$ cat config.mk
export PLATFORM = sky130hd
export DESIGN_NAME = checker_stream_arbiter
export DESIGN_NICKNAME = d
export VERILOG_FILES = /design/src/rtl/cpu_checker_pkg.sv /design/src/rtl/rr_arbiter.sv /design/src/rtl/checker_stream_arbiter.sv
export SDC_FILE = /design/constraint.sdc
export NUM_CORES = 1
export LEC_CHECK = 0
export ABC_AREA = 0
export CORE_MARGIN = 4
export CORE_UTILIZATION = 39
export CTS_CLUSTER_DIAMETER = 80
export DETAILED_ROUTE_END_ITERATION = 16
export PLACE_DENSITY_LB_ADDON = 0.05
export RECOVER_POWER = 25
export SLEW_MARGIN = 0
export SYNTH_ARGS = -nofsm -noshare
export SYNTH_HDL_FRONTEND = slang
export SYNTH_HIERARCHICAL = 1
export SYNTH_SLANG_ARGS = --single-unit
$ cat constraint.sdc
create_clock -name clk -period 3.7 [get_ports clk]
set_clock_uncertainty 0.15 [all_clocks]
set_input_delay 1.11 -clock clk [delete_from_list [all_inputs] [get_ports clk]]
set_output_delay 1.11 -clock clk [all_outputs]
set_load 0.005 [all_outputs]
$ cat src/rtl/cpu_checker_pkg.sv
// Shared constants and types for the cpu_checker front end.
// Trace-line framing characters, bus widths and arbiter states.
package cpu_checker_pkg;

  localparam int CHAR_W = 8;
  localparam int FREQ_W = 16;
  localparam int FMT_W  = 2;
  localparam int ERR_W  = 4;

  localparam logic [CHAR_W-1:0] CH_START = 8'h5E;
  localparam logic [CHAR_W-1:0] CH_END   = 8'h23;
  localparam logic [CHAR_W-1:0] CH_NULL  = 8'h00;

  typedef enum logic [1:0] {
    IDLE,
    FWD,
    DRAIN,
    CAPT
  } arb_state_t;

endpackage

$ cat src/rtl/rr_arbiter.sv
// Round-robin picker: first request at index >= ptr, wrapping.
// Purely combinational, one-hot grant plus binary index.
module rr_arbiter #(
  parameter int N  = 2,
  parameter int SW = 1
) (
  input  logic [N-1:0]  req,
  input  logic [SW-1:0] ptr,
  output logic [N-1:0]  gnt,
  output logic [SW-1:0] idx,
  output logic          any
);

  int j;

  always_comb begin
    gnt = '0;
    idx = '0;
    any = 1'b0;
    j   = 0;
    for (int k = 0; k < N; k++) begin
      j = int'(ptr) + k;
      if (j >= N) j = j - N;
      if (!any && req[j]) begin
        any    = 1'b1;
        gnt[j] = 1'b1;
        idx    = SW'(j);
      end
    end
  end

endmodule

$ cat src/rtl/checker_stream_arbiter.sv
// Shares one cpu_checker between N_SRC trace character streams,
// granting a whole '^'..'#' line at a time and tagging results.
module checker_stream_arbiter
  import cpu_checker_pkg::*;
#(
  parameter int N_SRC   = 2,
  parameter int MAX_LEN = 64,
  parameter int SW      = (N_SRC > 1) ? $clog2(N_SRC) : 1
) (
  input  logic                    clk,
  input  logic                    reset,
  input  logic [N_SRC-1:0]        src_valid,
  input  logic [CHAR_W*N_SRC-1:0] src_char,
  input  logic [FREQ_W*N_SRC-1:0] src_freq,
  output logic [N_SRC-1:0]        src_ready,
  output logic [CHAR_W-1:0]       chk_char,
  output logic [FREQ_W-1:0]       chk_freq,
  input  logic [FMT_W-1:0]        chk_format_type,
  input  logic [ERR_W-1:0]        chk_error_code,
  output logic                    res_valid,
  output logic [SW-1:0]           res_src,
  output logic [FMT_W-1:0]        res_format,
  output logic [ERR_W-1:0]        res_error,
  output logic                    res_abort
);

  localparam int LW = $clog2(MAX_LEN + 1);

  arb_state_t state, state_nx;

  logic [SW-1:0]     rr_ptr, g, g_nxt, win;
  logic [LW-1:0]     len;
  logic [N_SRC-1:0]  cand, gnt;
  logic              any, abort;
  logic              g_valid;
  logic [CHAR_W-1:0] g_char;
  logic [FREQ_W-1:0] win_freq;

  rr_arbiter #(.N(N_SRC), .SW(SW)) u_rr (
    .req (cand),
    .ptr (rr_ptr),
    .gnt (gnt),
    .idx (win),
    .any (any)
  );

  always_comb begin
    cand     = '0;
    g_char   = CH_NULL;
    g_valid  = 1'b0;
    win_freq = '0;
    for (int i = 0; i < N_SRC; i++) begin
      cand[i] = src_valid[i] &&
                (src_char[CHAR_W*i +: CHAR_W] == CH_START);
      if (SW'(i) == g) begin
        g_char  = src_char[CHAR_W*i +: CHAR_W];
        g_valid = src_valid[i];
      end
      if (gnt[i]) win_freq = src_freq[FREQ_W*i +: FREQ_W];
    end
  end

  assign g_nxt = (g == SW'(N_SRC - 1)) ? '0 : g + 1'b1;

  // Idle: non-'^' traffic is swallowed, losing '^' is held.
  always_comb begin
    src_ready = '0;
    case (state)
      IDLE: src_ready = src_valid & (~cand | gnt);
      FWD: begin
        for (int i = 0; i < N_SRC; i++)
          src_ready[i] = (SW'(i) == g) && src_valid[i];
      end
      default: src_ready = '0;
    endcase
  end

  // Abort when the MAX_LEN-th character is not the terminator.
  always_comb begin
    state_nx = state;
    abort    = 1'b0;
    case (state)
      IDLE: if (any) state_nx = FWD;
      FWD: begin
        if (!g_valid ||
            (g_char != CH_END && len == LW'(MAX_LEN - 1))) begin
          abort    = 1'b1;
          state_nx = IDLE;
        end else if (g_char == CH_END) begin
          state_nx = DRAIN;
        end
      end
      DRAIN:   state_nx = CAPT;
      CAPT:    state_nx = IDLE;
      default: state_nx = IDLE;
    endcase
  end

  always_ff @(posedge clk) begin
    if (reset) state <= IDLE;
    else       state <= state_nx;
  end

  always_ff @(posedge clk) begin
    if (reset) begin
      rr_ptr     <= '0;
      g          <= '0;
      len        <= '0;
      chk_char   <= CH_NULL;
      chk_freq   <= '0;
      res_valid  <= 1'b0;
      res_src    <= '0;
      res_format <= '0;
      res_error  <= '0;
      res_abort  <= 1'b0;
    end else begin
      res_valid <= 1'b0;
      case (state)
        IDLE: begin
          if (any) begin
            chk_char <= CH_START;
            chk_freq <= win_freq;
            len      <= LW'(1);
            g        <= win;
          end else begin
            chk_char <= CH_NULL;
          end
        end
        FWD: begin
          if (abort) begin
            chk_char   <= CH_NULL;
            res_valid  <= 1'b1;
            res_abort  <= 1'b1;
            res_src    <= g;
            res_format <= '0;
            res_error  <= '0;
            rr_ptr     <= g_nxt;
          end else begin
            chk_char <= g_char;
            len      <= len + 1'b1;
          end
        end
        DRAIN: chk_char <= CH_NULL;
        CAPT: begin
          res_format <= chk_format_type;
          res_error  <= chk_error_code;
          res_src    <= g;
          res_abort  <= 1'b0;
          res_valid  <= 1'b1;
          rr_ptr     <= g_nxt;
        end
        default: chk_char <= CH_NULL;
      endcase
    end
  end

endmodule

==> results of run 1 <==
-- power breakdown --
part           switching [mW]  internal, mW
clock                   0.171         0.200
combinational          0.0642        0.0919
sequential            0.00613         0.479
-- metal layers --
metal  wire length (um)  vias to the layer above  GRT usage [%]
met3                431                        8           5.30
met5                  0                        -              0
li1                   -                     1187              -
met4                 74                        0           4.39
met1               2770                     1069           21.5
met2               3120                       65           30.6
-- what timing repair did --
action | in CTS | in global routing
resized for setup | 53 | 9
hold buffers | 0 | 0
endpoints found under the setup margin | 3 | 2
pin swaps | 7 | 6
endpoints found under the hold margin | 0 | 0
buffers inserted | 2 | 0
-- state kept, by name (all words and copies together) (netlist names), named ones only --
register    cells
res_abort       1
rr_ptr          1
res_error       4
res_valid       1
state           1
len             7
g               1
chk_char        8
chk_freq       16
res_src         1
res_format      2
-- stage by stage --
| stage | TNS [ns] | utilization (%) | instances |
|---|---|---|---|
| after floorplan | 0 | - | 258 |
| after global placement | -5.64 | 61.6 | 437 |
| after detailed placement | -6.24 | 61.6 | 437 |
| after CTS | 0 | 64.5 | 447 |
| after global routing | -0.118 | 64.3 | 447 |
| final | -0.00833 | 64.3 | 447 |
-- synthesized netlist by cell type (all sizes together) --
library cell,instances
a211oi,1
a21boi,6
a21o,2
a21oi,27
a221oi,15
a31o,1
a31oi,1
a32o,3
a32oi,1
a41oi,1
and2,3
and3,1
buf,6
clkbuf,9
dfxtp,44
ha,6
inv,6
mux2,4
mux2i,7
nand2,11
nand2b,11
nand3,4
nand3b,6
nand4,2
nand4bb,2
nor2,24
nor2b,3
nor3,20
nor3b,1
nor4b,4
o211ai,3
o21ai,12
o2bb2ai,1
o32ai,1
or2,1
or3,4
or4,1
or4b,2
xor2,1
-- cells by family after synthesis --
| kind of cell | after synthesis | share of synthesized area, % |
|---|---|---|
| AND/OR/NAND/NOR | 100 | 24.7 |
| AO/OA/AOI/OAI | 75 | 23.2 |
| flip-flops | 44 | 39.0 |
| buffers and inverters | 21 | 4.15 |
| multiplexers | 11 | 5.26 |
| adder cells (fa/ha/maj) | 6 | 3.32 |
| XOR/XNOR | 1 | 0.387 |
-- how the worst min path moves through the flow --
stage                         startpoint                         to  slack [ns]  depth (start not counted)
2_1_floorplan        len[6]$_SDFFE_PP0P_        len[6]$_SDFFE_PP0P_        0.31                          2
3_3_place_gp   res_error[1]$_SDFFE_PP0P_  res_error[1]$_SDFFE_PP0P_        0.31                          2
3_5_place_dp    chk_char[7]$_SDFFE_PP0P_   chk_char[7]$_SDFFE_PP0P_        0.31                          1
4_1_cts        res_error[0]$_SDFFE_PP0P_  res_error[0]$_SDFFE_PP0P_        0.33                          2
5_1_grt        res_error[1]$_SDFFE_PP0P_  res_error[1]$_SDFFE_PP0P_        0.35                          2
6_report       res_error[0]$_SDFFE_PP0P_  res_error[0]$_SDFFE_PP0P_        0.32                          2
-- cell type report --
class                   count  area [sq um]
repair buffers            124          1110
clock inverters             3          42.5
fillers                   529          1990
well taps                  72          90.1
multi-input cells         193          1370
flip-flops and latches     44           881
inverters                   6          22.5
clock buffers               5          68.8
-- worst max-delay path: stages --
cell and delay (ns):
buf_6 0.09, nand4bb_4 0.23, nor4b_4 0.28, buf_4 0.16, a21boi_2 0.05, nand2b_1 0.14
o2bb2ai_1 0.11, and2_1 0.15, buf_2 0.12
==> metrics.md, run 1 <==
| Metric | Value |
|---|---|
| H-tree Lvls | 2 |
| Starting density of the core | 40.6% |
| First-pass GRT wire length | 10600 um |
| Slew Viols, Final | 0 |
| Data required time of the worst path | about 2.4 ns |
| FMAX | 0.270 GHz |
| GR Util All Layers | 17.7% |
| Top post-synthesis cells by area | dfxtp_1 (39%), a221oi_1 (5.8%), a21oi_1 (5.3%), nor3_1 (4.4%), nor2_1 (3.8%) |
| Vias in the first global route | between 2000 and 2500 |
| Max capacitance violation total | 0 |
| DIE AREA | 7080 sq um |
| Via count | 2329 |
| Setup ws final | -0.00833 ns |
| Die height | 84.1 um |
| CP Capture Type | output pin |
| Final net count | around 440 |
| CTS tree | built |
| Leak | 1.38 nW |
| Normalized max-slew margin | about a third |
| Syn nets | ~320 |
| Post-DRT Antenna Nets | 0 |
| Pin count of the biggest net entering global routing | 43 |
| Worst EP arrival | about 2.5 ns |
| Seq cells post-synth | 44 |
| Synth Warn # | 6 |
| DR vias/cell | about 5.2 |
| Hold Path Class | reg -> reg |
| Clock Tree Buf Depth | 2 |
| DP HPWL | approximately 4800 um |
| Initial DRC count | 75 |
| Share of layout cells above drive strength 1 | about a fifth |
| Leading area contributor after synthesis | dfxtp_1 |
| Reg-to-Reg Start | g$_SDFFE_PP0P_ |
| Worst hold slack | 0.320 ns |
| Worst setup SP type | primary input |
| Total Routed Length | 6390 um |
| Total power draw | between 1 and 1.5 mW |
| Crit path launch | src_char[13] |
| Clk slew on worst S/H paths | about 0.090 ns |
| Core Region | around 5600 sq um |
| Commonest cells after routing, fill and taps aside | clkdlybuf4s50_1 (53), dfxtp_1 (44), buf_4 (32) |
| Fin crit share | 100% |
| Power density of the placed cells | roughly 280 nW/um^2 |
| Commonest non-fill, non-tap cell in the layout | clkdlybuf4s50_1 |
| RR Endpoint | res_format[0]$_SDFFE_PP0P_ |
| Clock sinks | 44 |
| Placed instance area | around 3400 sq um |
| Finish-stage setup viols | 1 |
| Yosys top cell area share | 39.0% |
| Overflow left after global routing | 0 |
| Capture point of the worst path | src_ready[0] |
| Root buffer cell | clkbuf_8 |
| Post-DR wirelength/cell | approximately 14 um |
| Status | complete, but fails checks |
| Cells after Synth | roughly 260 |
| Hold Violations, Final | 0 |
| Diode count | 0 |
| Netlist cell types | 48 |
| FP Rows | 27 |
| DR DRC count | 0 |
| GPL Wtd Cong | 0.861 |
| R2R depth | 8 |
| Layout area overhead | 58.4% |
| Synth Area per Inst | slightly below 9 sq um |
| Minimum clock period | about 3.7 ns |
| Post-Syn Area | between 2000 and 2500 sq um |
| Total CTS buffers | 5 |
| Peak supply drop | around 0.00019 V |
| Die X | about 84 um |
| Final Cell Area | approximately 3600 sq um |
| Post-Place Worst Slack | -0.903 ns |
| Critical-path maximum fanout | 2 |
| Antenna violations before repair | 0 |
| Clock latency on the worst-skew pair | approximately 0.30 ns |
| Worst slew pin tran | ~0.97 ns |
| Ports | 93 |
| Failing checks | setup timing |
| DR pass1 iterations | 4 |
| Post-synthesis sequential area ratio | roughly 39% |
| Worst Setup Path Type | in -> out |
| IO buf count | a little over 90 |
| Unrepaired setup endpoints after global routing | yes |
| R2R Setup Slk | about 1.2 ns |
Power figures use the tool's default switching activity.
==> run 2, diff against run 1 <==
--- a/config.mk
+++ b/config.mk
@@ -8,6 +8,7 @@
 export ABC_AREA = 0
 export CORE_MARGIN = 4
 export CORE_UTILIZATION = 39
+export CTS_BUF_LIST = sky130_fd_sc_hd__clkbuf_8 sky130_fd_sc_hd__clkbuf_16
 export CTS_CLUSTER_DIAMETER = 80
 export DETAILED_ROUTE_END_ITERATION = 16
 export PLACE_DENSITY_LB_ADDON = 0.05
@@ -17,3 +18,4 @@
 export SYNTH_HDL_FRONTEND = slang
 export SYNTH_HIERARCHICAL = 1
 export SYNTH_SLANG_ARGS = --single-unit
+export TNS_END_PERCENT = 30
==> results of run 2 <==
The final DEF is identical to that of run 1; final timing and power are the same.
==> edit 1 (settings of run 1) <==
Change the parameter `MAX_LEN` from 64 to 128.
--- a/src/rtl/checker_stream_arbiter.sv
+++ b/src/rtl/checker_stream_arbiter.sv
@@ -6,3 +6,3 @@
   parameter int N_SRC   = 2,
-  parameter int MAX_LEN = 64,
+  parameter int MAX_LEN = 128,
   parameter int SW      = (N_SRC > 1) ? $clog2(N_SRC) : 1
Function: same outputs for any inputs over 4 cycles, from zero or initial values and one cycle with reset high; that may be too few to reach the edited logic, so the function may still have changed.
==> edit 1 against run 1 <==
The run still ends with setup timing left. Maximum frequency decreased by 2.8%. Power rose by 2.0%. Final area grew 3.5%. Clock power increased by 4%. Area after synthesis rose by 6.4%. Hold slack improved by 0.0046 ns. Sequential power up 2%. Wire length is 9.6% higher. Cell count rose by 5.6%. Sequential cell count grew 1. Global-route usage up 1.3 points. Worst setup slack worse by 0.11 ns. Critical path depth fell by 1. Largest power group unchanged.
==> edit 1: results (changes against run 1) <==
- The number of failing setup endpoints in the final timing report came to 2 (+1).
* CP Capture Point: src_ready[1]
- The number of nets produced by synthesis was 345 (+7.1%).
- The global-route track usage on met1 came to 23.7% (+2.2 points).
- Transition time at the pin with the least slew margin: 0.634 ns (-0.339 ns)
* Biggest regs: chk_freq (16), chk_char (8), len (8)
* Share of post-route cells with drive strength above 1: 17.9% (-1.3 points)
* Fill cells: 552 (+4.3%)
- The slowest stage of the critical path belongs to the cell sky130_fd_sc_hd__or4_4.
- Post-detail-place hpwl: 5.24 mm (+9.5%)
- Arrival time at the worst endpoint: 2.55 ns (+0.10 ns)
* Drt via density: 5.29 (+1.6%)
- Final standard cell utilization of the core: 62.2% (-2.0 points)
* R2R Path Start: state[0]
- Final RePlAce weighted congestion: 0.808 (-6.2%)
* Number of cells after detailed placement: 460 (+5.3%)
* DR iter-0 viols: 95 (+27%)
* Setup WS pre-CTS: -0.948 ns (-0.0454 ns)
* Startpoint of the most critical setup path: src_char[15]
- Post-route non-filler standard cell count: 472 (+5.6%)
- The final reports fail on setup timing.
- The count of cell types in the netlist was 47 (-2.1%).
- The global-route total usage across every layer came to 19.0% (+1.3 points).
- Worst r2r path cells: 6 (-2)
- Cells after Synth: 281 (+8.9%)
- Reg2Reg Capture Point: len[6]
* Internal power: 796 uW (+3.3%)
* Static power due to leakage: 0.00145 uW (+5.1%)
- Critical path fanouts, max: 4 (+2)
- The routed wire length on met2 was 3.27 mm (+4.6%).
- The largest net degree at the start of global routing is 35 (-19%).
* Result of the run: finished, violations left
- The via count of the first global-routing pass came to 2485 (+6.8%).
- DRC violations left: 0 (unchanged)
- The share of synthesized area occupied by flip-flops and latches is 37.5% (-1.5 points).
- Met3 track demand over resource: 5.13% (-0.17 points)
* First-pass GRT wire length: 11.5 mm (+9.3%)
- The worst setup slack after layout came to -0.115 ns (-0.107 ns).
- The biggest cell delay along the critical path was 0.55 ns (+0.27 ns).
- The met2 capacity usage during global routing came to 31.7% (+1.1 points).
- Met1 wire length: 3.11 mm (+12%)
- Routed met3 length: 547 um (+27%)
* Total routed wirelength: 7.01 mm (+9.6%)
- Most used standard cells in the synthesized netlist: sky130_fd_sc_hd__dfxtp_1, sky130_fd_sc_hd__nor2_1, sky130_fd_sc_hd__nand2_1, sky130_fd_sc_hd__a221oi_1, sky130_fd_sc_hd__inv_1
-- edit 1: changes by cell type after synthesis, sizes merged, moves of 5 or more --
cell    delta
o32ai      +5
nor2       +7
nand2     +14
a21oi     -19
nand3b     -6
inv       +14
mux2i      +7
nor3       -5
a221oi     +5
-- edit 1: layout make-up --
| cell class | count | share of cell area (%) |
|---|---|---|
| inverter | 20 | 2.09 |
| clock buffer | 7 | 2.33 |
| sequential | 45 | 24.3 |
| multi-input combinational | 200 | 37.6 |
| clock inverter | 1 | 0.810 |
| tap | 75 | 2.53 |
| timing repair buffer | 124 | 30.4 |
-- edit 1: power by group through the flow --
stage | registers (uW) | logic, uW | clock network [uW]
floorplan | 504 | 58.6 | 0
global placement | 505 | 160 | 0
detailed placement | 505 | 162 | 0
CTS | 493 | 155 | 393
global route | 494 | 167 | 413
finish | 493 | 154 | 385
-- edit 1: what timing repair did --
| item | 4_1_cts | 5_1_grt |
|---|---|---|
| buffers inserted | 5 | 0 |
| pin swaps | 9 | 7 |
| resized for setup | 59 | 10 |
| setup endpoints to repair | 17 | 3 |
-- edit 1: how the worst min path moves through the flow --
stage	slack (ns)	to	start
CTS	0.33	res_error[1]	res_error[1]
floorplan	0.29	len[7]	len[7]
global placement	0.30	len[7]	len[7]
finish	0.32	res_error[1]	res_error[1]
global route	0.35	res_error[1]	res_error[1]
detailed placement	0.32	res_error[1]	res_error[1]
-- edit 1: kinds of logic (layout without fill, tap and decap cells) --
group	after synthesis	after routing	share of synthesized area, %
AND/OR/NAND/NOR	108	108	23.9
AO/OA/AOI/OAI	72	72	23.7
buffers and inverters	36	152	5.98
multiplexers	14	14	5.83
flip-flops	45	45	37.5
adder cells (fa/ha/maj)	6	6	3.12
==> edit 2 (settings of run 1) <==
Without the edit above. Re-encode `arb_state_t` (4 states) as one-hot, 4 bits wide.
--- a/src/rtl/cpu_checker_pkg.sv
+++ b/src/rtl/cpu_checker_pkg.sv
@@ -13,7 +13,7 @@
 
-  typedef enum logic [1:0] {
-    IDLE,
-    FWD,
-    DRAIN,
-    CAPT
+  typedef enum logic [3:0] {
+    IDLE  = 4'b0001,
+    FWD   = 4'b0010,
+    DRAIN = 4'b0100,
+    CAPT  = 4'b1000
   } arb_state_t;
Check against the original RTL: same outputs for any inputs over 10 cycles, from zero or initial values and one cycle with reset high; not proved beyond that.
==> edit 2 against run 1 <==
The flow still finishes with violations (setup timing). Combinational power decreased by 35%. Sequential cell count is 2 higher. Power down 10%. Wire length grew 3.0%. Worst setup slack worse by 0.031 ns. Sequential share of layout area up 2.1 points. Synthesized cell count fell by 2.7%. Area after synthesis shrank 3.9%. Hold slack got worse by 0.011 ns. Final area shrank 3.6%. Maximum frequency is 0.83% lower. Highest routed layer unchanged.
==> edit 2: results (changes against run 1) <==
* Endpoint of the worst hold-timing path: res_abort
* Wire length per cell: 15.0 um (+4.9%)
* Share of post-route cells with drive strength above 1: 21.1% (+1.9 points)
* Min-Delay Path Class: register to register
- Cell types with the largest area share after synthesis: sky130_fd_sc_hd__dfxtp_1, sky130_fd_sc_hd__a221oi_1, sky130_fd_sc_hd__nor2_1, sky130_fd_sc_hd__nor3_1, sky130_fd_sc_hd__mux2i_1
- Setup bufs post-CTS: 5 (+3)
- Total via count after detailed routing: 2331 (+0.086%)
- The met1 wire length was 2.81 mm (+1.6%).
* Post-detail-place hpwl: 5.01 mm (+4.5%)
* Part of the Yosys area used for sequential elements: 42.4% (+3.4 points)
* Reg2Reg Capture Point: len[5]
* Transition time at the pin with the least slew margin: 0.949 ns (-0.0241 ns)
- The critical path starts at src_char[7].
* Total CTS buffers: 5 (unchanged)
- The async set-or-reset flop fraction in the synthesized netlist is 0% (unchanged).
- DR iter-0 viols: 135 (+80%)
- Pin count of the biggest net entering global routing: 22 (-49%)
- Result of the run: finished, violations left
* Final RePlAce weighted congestion: 0.840 (-2.5%)
* Hold Startpoint: res_abort
- The met3 capacity usage during global routing is 6.94% (+1.6 points).
* Switching Share: 23.2% (-0.63 points)
* Routed met3 length: 480 um (+11%)
- Drt via density: 5.31 (+1.9%)
- The worst setup slack after layout was -0.0395 ns (-0.0311 ns).
* Clock insertion delay at the later pin of the skew report: 0.30 ns (about the same)
- The number of failing setup endpoints in the final timing report was 1 (unchanged).
* Arrival time at the worst endpoint: 2.48 ns (+0.03 ns)
- The layout net count was 427 (-2.5%).
- By count the netlist is led by sky130_fd_sc_hd__dfxtp_1, sky130_fd_sc_hd__nor2_1, sky130_fd_sc_hd__nor3_1, sky130_fd_sc_hd__nand2_1, sky130_fd_sc_hd__a221oi_1.
* Grt met1 use: 23.0% (+1.5 points)
* Synth unique cells: 43 (-10%)
* Net count after synthesis: 310 (-3.7%)
* Fill cells: 469 (-11%)
- GR met2 Demand/Resource: 33.0% (+2.4 points)
- The worst supply voltage drop on vdd is 0.203 mV (+5.8%).
* Cells after Synth: 251 (-2.7%)
- The number of cells upsized or downsized after cts came to 69 (+30%).
- The first-pass GRT wire length came to 10.2 mm (-3.0%).
- Routed length on met2: 3.18 mm (+1.8%)
* Overall routing resource usage: 19.5% (+1.8 points)
* Vias in the first global route: 2270 (-2.4%)
- The checks that failed: setup timing.
- The cell depth of the worst flop-to-flop path was 7 (-1).
* Static power due to leakage: 0.00135 uW (-1.6%)
## edit 2: worst max-delay path: stages
cell and delay [ns]:
sky130_fd_sc_hd__buf_6 0.09, sky130_fd_sc_hd__nand2b_4 0.12, sky130_fd_sc_hd__or4_4 0.55, sky130_fd_sc_hd__inv_4 0.08, sky130_fd_sc_hd__a21boi_4 0.17, sky130_fd_sc_hd__o21ai_1 0.08
sky130_fd_sc_hd__a21boi_1 0.14, sky130_fd_sc_hd__buf_2 0.13
## edit 2: logic make-up (layout without fill, tap and decap cells)
family	after synthesis	count (layout)	share of synthesized area, %
flip-flops	46	46	42.4
XOR/XNOR	2	2	0.806
multiplexers	9	9	4.20
AO/OA/AOI/OAI	66	66	22.2
buffers and inverters	20	138	3.91
AND/OR/NAND/NOR	107	107	26.0
adder cells (fa/ha/maj)	1	1	0.576
## edit 2: layout make-up
type / count / share of cell area, %
inverter: 5 / 0.616
timing repair buffer: 125 / 32.0
clock buffer: 5 / 1.99
sequential: 46 / 26.7
multi-input combinational: 185 / 35.5
tap: 70 / 2.54
clock inverter: 3 / 0.688
## edit 2: power groups by stage
stage	Clock, uW	Sequential, uW	Combinational [uW]
after global placement	0	508	104
final	312	496	101
after global routing	344	497	108
after CTS	325	496	101
after floorplan	0	508	20.4
after detailed placement	0	508	105
## edit 2: stage by stage
step	worst slack, ns	TNS [ns]	instance area, um2	hold WS (ns)	power [uW]
after global routing	-0.0856	-0.138	3450	0.348	949
final	-0.0395	-0.0395	3450	0.309	909
after floorplan	-0.0429	-0.0429	2210	0.299	528
after detailed placement	-0.944	-8.26	3330	0.306	613
after CTS	-0.0549	-0.0663	3450	0.321	923
after global placement	-0.914	-7.07	3330	0.296	612
